`src/rtl/mcif_write_ig_arb_pkg.sv`:
```
// Shared MCIF types and helpers used by the write/read ingress arbiters.
package nv_nvdla_mcif_pkg;

  localparam int MCIF_WR_MAX_CLIENT = 8;

  typedef logic [1:0] axi_len_t;
  typedef logic [2:0] axi_id_t;

  function automatic logic [2:0] len2beats(input axi_len_t len);
    return {1'b0, len} + 3'd1;
  endfunction

endpackage

```
`src/rtl/mcif_write_ig_arb_rr_pick.sv`:
```
// Rotating-priority picker: first requester strictly after ptr, wrapping.
module mcif_rr_pick
  import nv_nvdla_mcif_pkg::*;
#(
  parameter int NUM_CLIENT = 5
) (
  input  logic [NUM_CLIENT-1:0] req,
  input  axi_id_t               ptr,
  output logic [NUM_CLIENT-1:0] gnt,
  output logic                  vld,
  output axi_id_t               idx
);

  axi_id_t pos_s;

  // scan clients in priority order starting just after ptr
  always_comb begin
    gnt   = {NUM_CLIENT{1'b0}};
    vld   = 1'b0;
    idx   = 3'd0;
    pos_s = 3'd0;
    for (int i = 1; i <= NUM_CLIENT; i++) begin
      pos_s = axi_id_t'((int'(ptr) + i) % NUM_CLIENT);
      idx   = (!vld && req[pos_s]) ? pos_s : idx;
      vld   = vld | req[pos_s];
    end
    gnt[idx] = vld;
  end

endmodule

```
`src/rtl/mcif_write_ig_arb.sv`:
```
// MCIF write ingress arbiter: round-robin AW issue with outstanding-beat budget.
// Optional weighted round-robin via `define NVDLA_MCIF_WRITE_ARB_WRR_EN.
module mcif_write_ig_arb
  import nv_nvdla_mcif_pkg::*;
#(
  parameter int NUM_CLIENT = 5,
  parameter int CNT_W      = 9
) (
  input  logic                    nvdla_core_clk,
  input  logic                    nvdla_core_rst,
  input  logic [NUM_CLIENT-1:0]   req_vld,
  input  logic [2*NUM_CLIENT-1:0] req_len,
  output logic [NUM_CLIENT-1:0]   req_rdy,
  output logic                    aw_vld,
  output logic [2:0]              aw_id,
  output logic [1:0]              aw_len,
  input  logic                    aw_rdy,
  input  logic                    eg2ig_axi_vld,
  input  logic [1:0]              eg2ig_axi_len,
  input  logic [7:0]              reg2arb_os_limit,
  input  logic [4*NUM_CLIENT-1:0] reg2arb_wrr_weight,
  output logic [CNT_W-1:0]        arb2reg_os_cnt,
  output logic                    arb2reg_underflow
);

  logic                  pick_vld_s;
  logic [NUM_CLIENT-1:0] pick_gnt_s;
  axi_id_t               pick_idx_s;
  logic                  hold_s;
  logic                  cand_vld_s;
  axi_id_t               cand_idx_s;
  axi_len_t              cand_len_s;
  logic [NUM_CLIENT-1:0] cand_oh_s;
  logic                  eval_s;
  logic                  fit_s;
  logic                  grant_s;
  logic [CNT_W-1:0]      grant_beats_s;
  logic [CNT_W-1:0]      ret_beats_s;
  logic [CNT_W-1:0]      sum_s;

  axi_id_t               ptr_r;
  logic                  aw_vld_r;
  axi_id_t               aw_id_r;
  axi_len_t              aw_len_r;
  logic [CNT_W-1:0]      os_cnt_r;
  logic                  underflow_r;

  mcif_rr_pick #(.NUM_CLIENT(NUM_CLIENT)) u_pick (
    .req (req_vld),
    .ptr (ptr_r),
    .gnt (pick_gnt_s),
    .vld (pick_vld_s),
    .idx (pick_idx_s)
  );

`ifdef NVDLA_MCIF_WRITE_ARB_WRR_EN
  logic [4:0] wrr_cnt_r;
  logic [4:0] wrr_lim_s;

  // keep priority on the last-granted client until it has used weight+1 grants
  always_comb begin
    wrr_lim_s = 5'd1;
    for (int i = 0; i < NUM_CLIENT; i++) begin
      wrr_lim_s = (ptr_r == axi_id_t'(i)) ? ({1'b0, reg2arb_wrr_weight[4*i +: 4]} + 5'd1) : wrr_lim_s;
    end
    hold_s = (wrr_cnt_r != 5'd0) && req_vld[ptr_r] && (wrr_cnt_r < wrr_lim_s);
  end

  // consecutive-grant counter, restarts whenever priority moves
  always_ff @(posedge nvdla_core_clk) begin
    if (nvdla_core_rst) begin
      wrr_cnt_r <= 5'd0;
    end else if (grant_s) begin
      wrr_cnt_r <= hold_s ? (wrr_cnt_r + 5'd1) : 5'd1;
    end else begin
      wrr_cnt_r <= wrr_cnt_r;
    end
  end
`else
  logic unused_wrr_s;
  assign unused_wrr_s = ^{reg2arb_wrr_weight, pick_gnt_s};
  assign hold_s       = 1'b0;
`endif

  assign cand_vld_s = hold_s | pick_vld_s;
  assign cand_idx_s = hold_s ? ptr_r : pick_idx_s;

  // one-hot of the candidate and its burst length
  always_comb begin
    cand_oh_s  = {NUM_CLIENT{1'b0}};
    cand_len_s = 2'd0;
    for (int i = 0; i < NUM_CLIENT; i++) begin
      cand_oh_s[i] = cand_vld_s && (cand_idx_s == axi_id_t'(i));
      cand_len_s   = cand_oh_s[i] ? req_len[2*i +: 2] : cand_len_s;
    end
  end

  // a candidate that does not fit stalls everyone, so long bursts cannot starve
  assign eval_s  = !aw_vld_r || aw_rdy;
  assign fit_s   = (os_cnt_r + CNT_W'(len2beats(cand_len_s))) <= CNT_W'(reg2arb_os_limit);
  assign grant_s = !nvdla_core_rst && eval_s && cand_vld_s && fit_s;
  assign req_rdy = grant_s ? cand_oh_s : {NUM_CLIENT{1'b0}};

  assign grant_beats_s = grant_s ? CNT_W'(len2beats(cand_len_s)) : {CNT_W{1'b0}};
  assign ret_beats_s   = eg2ig_axi_vld ? CNT_W'(len2beats(eg2ig_axi_len)) : {CNT_W{1'b0}};
  assign sum_s         = os_cnt_r + grant_beats_s;

  // one-entry AW output stage and round-robin pointer
  always_ff @(posedge nvdla_core_clk) begin
    if (nvdla_core_rst) begin
      aw_vld_r <= 1'b0;
      aw_id_r  <= 3'd0;
      aw_len_r <= 2'd0;
      ptr_r    <= axi_id_t'(NUM_CLIENT - 1);
    end else if (grant_s) begin
      aw_vld_r <= 1'b1;
      aw_id_r  <= cand_idx_s;
      aw_len_r <= cand_len_s;
      ptr_r    <= cand_idx_s;
    end else if (aw_rdy) begin
      aw_vld_r <= 1'b0;
    end else begin
      aw_vld_r <= aw_vld_r;
    end
  end

  // outstanding-beat budget; an over-return saturates at zero and flags
  always_ff @(posedge nvdla_core_clk) begin
    if (nvdla_core_rst) begin
      os_cnt_r    <= {CNT_W{1'b0}};
      underflow_r <= 1'b0;
    end else if (ret_beats_s > sum_s) begin
      os_cnt_r    <= {CNT_W{1'b0}};
      underflow_r <= 1'b1;
    end else begin
      os_cnt_r    <= sum_s - ret_beats_s;
      underflow_r <= underflow_r;
    end
  end

  assign aw_vld            = aw_vld_r;
  assign aw_id             = aw_id_r;
  assign aw_len            = aw_len_r;
  assign arb2reg_os_cnt    = os_cnt_r;
  assign arb2reg_underflow = underflow_r;

endmodule
```
`config.mk`:
```
export PLATFORM = sky130hd
export DESIGN_NAME = mcif_write_ig_arb
export DESIGN_NICKNAME = d
export VERILOG_FILES = /design/src/rtl/mcif_write_ig_arb_pkg.sv /design/src/rtl/mcif_write_ig_arb_rr_pick.sv /design/src/rtl/mcif_write_ig_arb.sv
export SDC_FILE = /design/constraint.sdc
export NUM_CORES = 1
export LEC_CHECK = 0
export CAP_MARGIN = 30
export CORE_AREA = 2 2 113 115
export DETAILED_ROUTE_END_ITERATION = 8
export DIE_AREA = 0 0 115 117
export SLEW_MARGIN = 10
export SYNTH_ARGS = -nofsm -noshare
export SYNTH_HDL_FRONTEND = slang
export SYNTH_SLANG_ARGS = --single-unit
```
`constraint.sdc`:
```
create_clock -name nvdla_core_clk -period 19.9 [get_ports nvdla_core_clk]
set_input_delay 5.97 -clock nvdla_core_clk [delete_from_list [all_inputs] [get_ports nvdla_core_clk]]
set_output_delay 5.97 -clock nvdla_core_clk [all_outputs]
set_load 0.05 [all_outputs]
```
# After elaboration in Yosys (flattened, before gate mapping)
# Cells that the tools add are included.
[totals] regBits=19 wordCells=83
[op_classes] n_eq_ne=4 reduce_logical=22 n_bitwise=4 n_mux=25 div=5 magnitude_cmp=7 n_addsub=10
[ops] cell="32-bit by 4-bit remainder unit with 32-bit output, second input constant" count=5
[ops] cell="3-bit two-way mux" count=7
[ops] cell="3-bit by 4-bit < comparator with 1-bit output, second input constant" count=5
[ops] cell="9-bit by 3-bit adder with 9-bit output" count=2
[ops] cell="1-bit binary-select mux with 3-bit select" count=5
[ops] cell="1-bit logical AND" count=12
[ops] cell="2-bit two-way mux" count=5
[ops] cell="3-bit by 9-bit greater-than comparator with 1-bit output" count=1
[ops] cell="9-bit by 8-bit <= comparator with 1-bit output" count=1
[ops] cell="9-bit by 3-bit subtractor with 9-bit output" count=1
[ops] cell="3-bit by 2-bit adder with 4-bit output, second input constant" count=2
[ops] cell="3-bit by 3-bit adder with 4-bit output, second input constant" count=2
[ops] cell="1-bit two-way mux" count=7
[ops] cell="2-bit by 1-bit adder with 3-bit output, second input constant" count=2
[ops] cell="3-bit by 2-bit == test with 1-bit output, second input constant" count=2
[ops] cell="1-bit logical NOT" count=6
[ops] cell="5-bit two-way mux" count=1
[ops] cell="3-bit by 1-bit adder with 4-bit output, second input constant" count=1
[ops] cell="1-bit OR" count=4
[ops] cell="3-bit by 1-bit == test with 1-bit output, second input constant" count=1
[ops] cell="3-bit == test, second input constant" count=1
[ops] cell="3-bit logical NOT" count=1
[ops] cell="2-bit nonzero test" count=1
[ops] cell="2-bit OR reduction" count=1
[ops] cell="1-bit logical OR" count=1

# Longest topological paths before layout
# Gate-level depths: netlist (run 1).
[depth] word_depth=25 ltp_mapped=48

# Modules after synthesis
# Synthesis (run 1) repeated with hierarchy kept, for this count alone.
[unflattened] cells_unflattened=474 hier_area_um2=3796.1
[by_module_without_submodules] mod="mcif_rr_pick" cells_each=267 n_inst=1 area_each_um2=2067.0
[by_module_without_submodules] mod="mcif_write_ig_arb" cells_each=207 n_inst=1 area_each_um2=1729.2

# Least setup slack after synthesis (run 1)
# No wires, ideal clock.
[synth_timing] path_kind="input to output" from="in req_vld[1]" to="out req_rdy[0]" path_slack_ns=1.711 t_arrival_ns=12.219 required_ns=13.930 path_stages=23 path_cell_list="clkbuf_1 -> mux4_2 -> mux2i_1 -> o21ai_1 -> nor2b_1 -> o21ai_0 -> o21bai_1 -> o21ai_1 -> mux2_2 -> a221o_1 -> ha_1 -> fa_1 -> ha_1 -> nor2b_1 -> o21a_1 -> o21a_1 -> o21a_1 -> o21a_1 -> o21ai_0 -> nand2b_1 -> a21oi_1 -> o2111ai_1 -> nor4_1"
[synth_between] elab_chain_cells=20 word_cells_on_any_way=48
[synth_rtl] item="start: declaration" line_no="mcif_write_ig_arb.sv:11" source="input logic [NUM_CLIENT-1:0] req_vld,"
[synth_rtl] item="1-bit binary-select mux with 3-bit select" line_no="mcif_write_ig_arb_rr_pick.sv:24, mcif_write_ig_arb_rr_pick.sv:25"
[synth_rtl] item="1-bit two-way mux (not written as such)" line_no="mcif_write_ig_arb_rr_pick.sv:24, mcif_write_ig_arb_rr_pick.sv:25"
[synth_rtl] item="1-bit logical NOT or 1-bit OR (tied branches)" line_no="mcif_write_ig_arb_rr_pick.sv:24, mcif_write_ig_arb_rr_pick.sv:25"
[synth_rtl] item="1-bit logical AND (tied with other cells)" line_no="mcif_write_ig_arb_rr_pick.sv:24" source="idx = (!vld && req[pos_s]) ? pos_s : idx;"
[synth_rtl] item="3-bit two-way mux (tied with other cells) (2 in a row)" line_no="mcif_write_ig_arb_rr_pick.sv:24"
[synth_rtl] item="3-bit two-way mux or 1-bit logical AND (tied branches)" line_no="mcif_write_ig_arb_rr_pick.sv:24"
[synth_rtl] item="3-bit two-way mux" line_no="mcif_write_ig_arb_rr_pick.sv:24"
[synth_rtl] item="3-bit logical NOT" line_no="mcif_write_ig_arb.sv:93" source="cand_oh_s[i] = cand_vld_s && (cand_idx_s == axi_id_t'(i));"
[synth_rtl] item="1-bit logical AND" line_no="mcif_write_ig_arb.sv:93"
[synth_rtl] item="2-bit two-way mux (4 in a row)" line_no="mcif_write_ig_arb.sv:94" source="cand_len_s = cand_oh_s[i] ? req_len[2*i +: 2] : cand_len_s;"
[synth_rtl] item="2-bit two-way mux (*)" line_no="mcif_write_ig_arb.sv:94"
[synth_rtl] item="named net cand_len_s[0]" line_no="mcif_write_ig_arb.sv:32" source="axi_len_t cand_len_s;"
[synth_rtl] item="2-bit by 1-bit adder with 3-bit output (*)" line_no="mcif_write_ig_arb_pkg.sv:10" source="return {1'b0, len} + 3'd1;"
[synth_rtl] item="9-bit by 3-bit adder with 9-bit output (*)" line_no="mcif_write_ig_arb.sv:100" source="assign fit_s = (os_cnt_r + CNT_W'(len2beats(cand_len_s))) <= CNT_W'(reg2arb_os_limit);"
[synth_rtl] item="9-bit by 8-bit <= comparator with 1-bit output (*)" line_no="mcif_write_ig_arb.sv:100"
[synth_rtl] item="1-bit logical AND (*)" line_no="mcif_write_ig_arb.sv:101" source="assign grant_s = !nvdla_core_rst && eval_s && cand_vld_s && fit_s;"
[synth_rtl] item="5-bit two-way mux (*)" line_no="mcif_write_ig_arb.sv:102" source="assign req_rdy = grant_s ? cand_oh_s : {NUM_CLIENT{1'b0}};"
[synth_rtl] item="end: declaration" line_no="mcif_write_ig_arb.sv:13" source="output logic [NUM_CLIENT-1:0] req_rdy,"
# Mark *: on every way through the listed nets, which the timed path passes. The rest lies on a longest branch. The select of a mux whose other input is x is not followed.

# Final worst setup path (run 1)
[layout_timing] from="in req_vld[2]" to="out req_rdy[1]"
# The elaborated chain is that of the path after synthesis.

==> results_dict.tcl, run 1 <==
set metrics [dict create \
    status "completed" \
    global_route.usage.total_pct 15.13 \
    cts_buffer_depth 2 \
    crit_path_end_kind "output pin" \
    cp_max_fo 13 \
    syn_area_um2 3612 \
    syn_avg_cell_area_um2 7.702 \
    grt_pass1_wl_um 16840 \
    required_ns 13.93 \
    drc 0 \
    fin_setup_tns_ns 0 \
    num_vias 3586 \
    yosys_most_used_dff "dfxtp_1" \
    maxSlewViolCount 0 \
    cts_buffers 3 \
    synth_fp_nets 567 \
    antenna_left 0 \
    clock-root-buffer "clkbuf_16" \
    dieArea_um2 13460 \
    synthCells 469 \
    path_clk_slew_ns 0.05 \
    synth_seq_area_share_pct 9.422 \
    grt_pass1_vias 3675 \
    hold_path_class "flip-flop to flip-flop" \
    fin_hold_ws_ns 0.4517 \
    finalCritPeriodShare_pct 97.54 \
    placementRows 41 \
    place_congestion 0.8346 \
    grt_overflow_total 0 \
    yosysTopAreaCellShare_pct 15.59 \
    area_growth_pct 18.95 \
    wl_um 9963 \
    clock_latency_ns 0.25 \
    yosys_warnings 0 \
    fin_crit_ns 19.41 \
    max-cap-violations 0 \
    drt-wirelength-per-cell_um 15.26 \
    core-area_um2 12310 \
    finalHoldViolCount 0 \
    cp_data_arrival_time_ns 13.44 \
    finalSetupViolations 0 \
    relSlewSlack_pct 46.97 \
    cts_tree "yes" \
    finalNetCount 602 \
    critical_path_class "input pin to output pin" \
    ios 70 \
    vias_per_cell 5.492 \
    synth_edf_count 0 \
    synth_area_leaders "ha_1, dfxtp_1, xnor2_1, a21oi_1, nor2_1" \
    h-tree-depth 1 \
    async_flop_share_pct 0 \
    holdBufCountCts 0 \
    worst_slew_pin_slew_ns 0.7928 \
    dr.pass1.iters 4 \
    drtIter0Drc 150 \
    num_antenna_cells 0 \
    initial_core_util_pct 29.34 \
    post_route_cells_drive_above_1_share_pct 8.748 \
    port_buffers 49 \
    rsz0062_at_grt "false" \
    antenna_found_initial 0 \
    start_kind "input pin" \
    post-synth-top-area-cell "ha_1" \
    die_w_um 115 \
    max_freq_mhz 51.52 \
    clock_sinks 17 \
    grt_max_degree 40 \
    synth-seq-cells 17 \
    ys_types 80 \
    fin_worst_skew_ns 0.004348 \
    die_h_um 117 \
    dp_hpwl_um 7949 \
]
-- path summary, 6_finish.rpt --
path                          start  slack, ns           endpoint  cells past startpoint
setup / recovery         req_vld[2]       0.49         req_rdy[1]                     27
hold / removal    arb2reg_underflow       0.45  arb2reg_underflow                      2
setup reg to reg           ptr_r[1]       8.69  arb2reg_os_cnt[4]                     42
hold reg to reg   arb2reg_underflow       0.45  arb2reg_underflow                      2
-- Yosys cell counts, types with 5 or more instances --
cell type	number
ha_1	45
nor2_1	35
a21oi_1	33
inv_1	33
nand2_1	30
o21ai_0	24
xnor2_1	21
dfxtp_1	17
nor3_1	16
clkbuf_1	11
nand2b_1	11
mux2i_1	10
nand3_1	10
xor2_1	10
a21o_1	9
nor2b_1	9
o21a_1	9
a31oi_1	6
buf_2	6
nor3b_1	6
a21boi_0	5
a31o_2	5
and3_1	5
nand4_1	5
-- worst max-delay path, stage by stage --
cell and delay [ns]:
clkdlybuf4s50_1 0.67, mux4_2 0.56, a21boi_0 0.20, a2111oi_4 0.40, nor3_1 0.11, o21ba_1 0.19, o32a_4 0.40, nor2_4 0.19
mux2i_1 0.09, o32a_1 0.39, ha_1 0.34, ha_1 0.29, a21o_1 0.15, a21oi_1 0.34, xnor2_1 0.18, ha_1 0.27
o21a_1 0.11, o21a_1 0.16, o21a_1 0.15, o21ai_0 0.14, nand2b_1 0.07, a21oi_1 0.18, o2111ai_1 0.26, a31o_2 0.40
or2_2 0.32, nor2_1 0.09, clkdlybuf4s50_1 0.81
-- per-stage QoR --
| stage | utilization, % | instance area (um^2) | instances | setup WS, ns |
|---|---|---|---|---|
| after CTS | 34.84 | 4289 | 653 | 0.4453 |
| after floorplan | - | 3612 | 469 | 1.711 |
| after global routing | 34.90 | 4297 | 653 | 0.001018 |
| after detailed placement | 34.20 | 4210 | 649 | 0.4770 |
| after global placement | 34.20 | 4210 | 649 | 0.5135 |
| final | 34.90 | 4297 | 653 | 0.4901 |
-- flip-flops by register name, indices dropped and copies added (netlist names) --
name / cells
aw_id: 1
aw_vld: 1
aw_len: 2
arb2reg_os_cnt: 9
ptr_r: 3
arb2reg_underflow: 1
-- cells by family after synthesis --
group	Yosys count	synth area share, %
XOR/XNOR	33	8.417
flip-flops	17	9.422
AND/OR/NAND/NOR	149	21.51
buffers and inverters	60	6.997
multiplexers	18	6.512
AO/OA/AOI/OAI	143	29.34
adder cells (fa/ha/maj)	49	17.80
-- layout make-up --
cell class,count,area (um^2)
multi-input combinational,392,3027
fill,1302,8015
clock buffer,4,78.83
timing repair buffer,54,528.0
tap,150,187.7
inverter,36,135.1
sequential,17,340.3
-- placed cells by master, fill, tap and decap left out, types with 3 or more instances in the layout --
| cell type | netlist | routed |
|---|---|---|
| xor2_1 | 10 | 10 |
| clkdlybuf4s50_1 | 0 | 49 |
| dfxtp_1 | 17 | 17 |
| nand2b_1 | 11 | 11 |
| o2111ai_1 | 3 | 3 |
| mux2_2 | 3 | 3 |
| xnor2_1 | 21 | 21 |
| a31o_2 | 5 | 5 |
| nand2_1 | 30 | 30 |
| a21oi_1 | 33 | 33 |
| o31a_1 | 3 | 3 |
| nor3b_1 | 6 | 6 |
| a21o_1 | 9 | 9 |
| clkbuf_16 | 0 | 3 |
| o21ai_0 | 24 | 24 |
| mux4_2 | 4 | 4 |
| inv_2 | 3 | 3 |
| o21a_1 | 9 | 9 |
| a211oi_1 | 4 | 4 |
| nand4_1 | 5 | 5 |
| ha_1 | 45 | 45 |
| and3_1 | 5 | 5 |
| buf_4 | 3 | 5 |
| inv_1 | 33 | 33 |
| mux2i_1 | 10 | 10 |
| or2_2 | 4 | 4 |
| nor2_1 | 35 | 35 |
| o211ai_1 | 3 | 3 |
| nand3_1 | 10 | 10 |
| or3_1 | 3 | 3 |
| a21boi_0 | 5 | 5 |
| nor3_1 | 16 | 16 |
| a211o_1 | 3 | 3 |
| a31oi_1 | 6 | 6 |
| nor2b_1 | 9 | 9 |
| nor4_1 | 3 | 3 |
| fa_1 | 4 | 4 |
-- what timing repair did --
action	CTS	global route
setup endpoints to repair	0	3
hold endpoints to repair	0	0
resized for setup	0	2
buffers inserted	0	0
-- routing by layer --
layer	track usage (%)	part of all wire (%)	vias to the layer above
li1	-	-	1783
met1	17.80	43	1679
met2	28.78	51	102
met3	1.442	4.4	22
met4	4.900	2.0	0
met5	0	0	-
Power of run 1 is left out: the tool's default activity adds up to more than one toggle a clock period on the data nets, which glitch-free logic cannot reach.
==> run 2: changes to the inputs <==
--- a/config.mk
+++ b/config.mk
@@ -9,6 +9,7 @@
 export CORE_AREA = 2 2 113 115
 export DETAILED_ROUTE_END_ITERATION = 8
 export DIE_AREA = 0 0 115 117
+export GPL_ROUTABILITY_DRIVEN = 0
 export SLEW_MARGIN = 10
 export SYNTH_ARGS = -nofsm -noshare
 export SYNTH_HDL_FRONTEND = slang
==> constraint.sdc (replaced) <==
create_clock -name nvdla_core_clk -period 23.8 [get_ports nvdla_core_clk]
set_input_delay 7.14 -clock nvdla_core_clk [delete_from_list [all_inputs] [get_ports nvdla_core_clk]]
set_output_delay 7.14 -clock nvdla_core_clk [all_outputs]
set_load 0.05 [all_outputs]
==> results_dict.tcl, run 2 (same netlist as run 1, synthesis figures left out) <==
set metrics [dict create \
    status "completed" \
    dieArea_um2 13460 \
    crit_path_end_kind "output pin" \
    finalCritPeriodShare_pct 92.02 \
    global_route.usage.total_pct 14.86 \
    initial_core_util_pct 29.34 \
    dr.pass1.iters 4 \
    critical_path_class "input pin to output pin" \
    grt_overflow_total 0 \
    antenna_found_initial 0 \
    finalSetupViolations 0 \
    area_growth_pct 18.15 \
    fin_worst_skew_ns 0.001222 \
    finalHoldViolCount 0 \
    min_delay_path_depth 2 \
    antenna_left 0 \
    cts_tree "yes" \
    max_freq_mhz 45.66 \
    n_fill_cell 1296 \
    required_ns 16.66 \
    clock_sinks 17 \
    port_buffers 49 \
    rr_worst_depth 40 \
    layout_common_cells "clkdlybuf4s50_1, ha_1, nor2_1" \
    post_route_cells_drive_above_1_share_pct 8.000 \
    num_vias 3532 \
    cp_max_fo 13 \
    wl_met3_um 479 \
    setup_slack_ns 1.900 \
    drc 0 \
    vias_per_cell 5.434 \
    top_layer_used "met4" \
    post_cts_buffers 0 \
    num_antenna_cells 0 \
    wl_um 9819 \
    fin_crit_ns 21.90 \
    critical-path-slowest-cell "clkdlybuf4s50_1" \
    ctsResizeCount 0 \
    placementRows 41 \
    grt_pass1_wl_um 16700 \
    maxSlewViolCount 0 \
    core-area_um2 12310 \
    cp_data_arrival_time_ns 14.76 \
    drt-wirelength-per-cell_um 15.11 \
    drtIter0Drc 167 \
    holdBufCountCts 0 \
    clock-root-buffer "clkbuf_16" \
    final_common_cell "clkdlybuf4s50_1" \
    cts_buffer_depth 2 \
    grt_pass1_vias 3606 \
    largest_reg_flops 9 \
    die_h_um 117 \
    h-tree-depth 1 \
    drt-met1-wl_um 4387 \
    clock_latency_ns 0.25 \
    worst_slew_pin_slew_ns 0.8142 \
    reg2reg_slack_ns 12.54 \
    cts_buffers 3 \
    stdcell_area_um2 4268 \
    die_w_um 115 \
    placedInstanceArea_um2 4188 \
    wl_met2_um 4888 \
    hold_path_class "flip-flop to flip-flop" \
    dp_hpwl_um 7678 \
    relSlewSlack_pct 45.54 \
    finalNetCount 599 \
    fin_setup_tns_ns 0 \
    path_clk_slew_ns 0.05 \
    ios 70 \
    grt_max_degree 40 \
    start_kind "input pin" \
    rsz0062_at_grt "false" \
    dpl_worst_slack_ns 1.857 \
    max-cap-violations 0 \
    cpPeakStageDelay_ns 0.81 \
]
-- run 2: changes by cell type in the layout (fill, tap and decap cells not counted) --
cell and delta:
buf_4 -3, o21bai_2 -1, clkbuf_1 -1, o21ai_2 -1, o21bai_1 +1, o21ai_1 +1
clkinv_2 +1
-- run 2: per-stage QoR --
| stage | instances | utilization [%] | hold slack (ns) |
|---|---|---|---|
| 6_report | 650 | 34.66 | 0.4575 |
| 5_1_grt | 650 | 34.66 | 0.4853 |
| 4_1_cts | 650 | 34.66 | 0.4616 |
| 3_5_place_dp | 646 | 34.01 | 0.4507 |
| 3_3_place_gp | 646 | 34.01 | 0.4384 |
| 2_1_floorplan | 469 | - | 0.5382 |
-- run 2: final timing paths --
check                                        from                end
worst max-delay path                   req_vld[2]         req_rdy[1]
worst min-delay path            arb2reg_underflow  arb2reg_underflow
worst max register to register           ptr_r[1]  arb2reg_os_cnt[5]
worst min register to register  arb2reg_underflow  arb2reg_underflow
-- run 2: per-layer routing --
metal  vias to the layer above  global-route usage, %
met1                      1666                  18.51
li1                       1776                      -
met3                         6                  1.339
met4                         0                  3.293
met5                         -                      0
met2                        84                  27.80
-- run 2: critical path, delay by kind of cell --
kind                     cells  cell delay, ns
multiplexers                 3            1.08
buffers and inverters        2            1.48
AND/OR/NAND/NOR              4            0.68
AO/OA/AOI/OAI               14            3.28
adder cells (fa/ha/maj)      3            0.93
XOR/XNOR                     1            0.17
-- run 2: layout make-up --
cell class              count  area [um^2]  share of cell area, %
multi-input cells         392         3019                  70.74
repair buffers             51        505.5                  11.84
flip-flops and latches     17        340.3                  7.974
well taps                 150        187.7                  4.398
inverters                  36        135.1                  3.166
clock buffers               3        75.07                  1.759
clock inverters             1        5.005                 0.1173
Power of run 2 is left out for the same reason.
==> run 3: changes to the inputs <==
--- a/config.mk
+++ b/config.mk
@@ -10,6 +10,8 @@
 export DETAILED_ROUTE_END_ITERATION = 8
 export DIE_AREA = 0 0 115 117
 export GPL_ROUTABILITY_DRIVEN = 0
+export HOLD_SLACK_MARGIN = 0.12
+export SKIP_LAST_GASP = 1
 export SLEW_MARGIN = 10
 export SYNTH_ARGS = -nofsm -noshare
 export SYNTH_HDL_FRONTEND = slang
==> results of run 3 <==
Final layout, timing and power as in run 2 (identical DEF).
Power of run 3 is left out for the same reason.
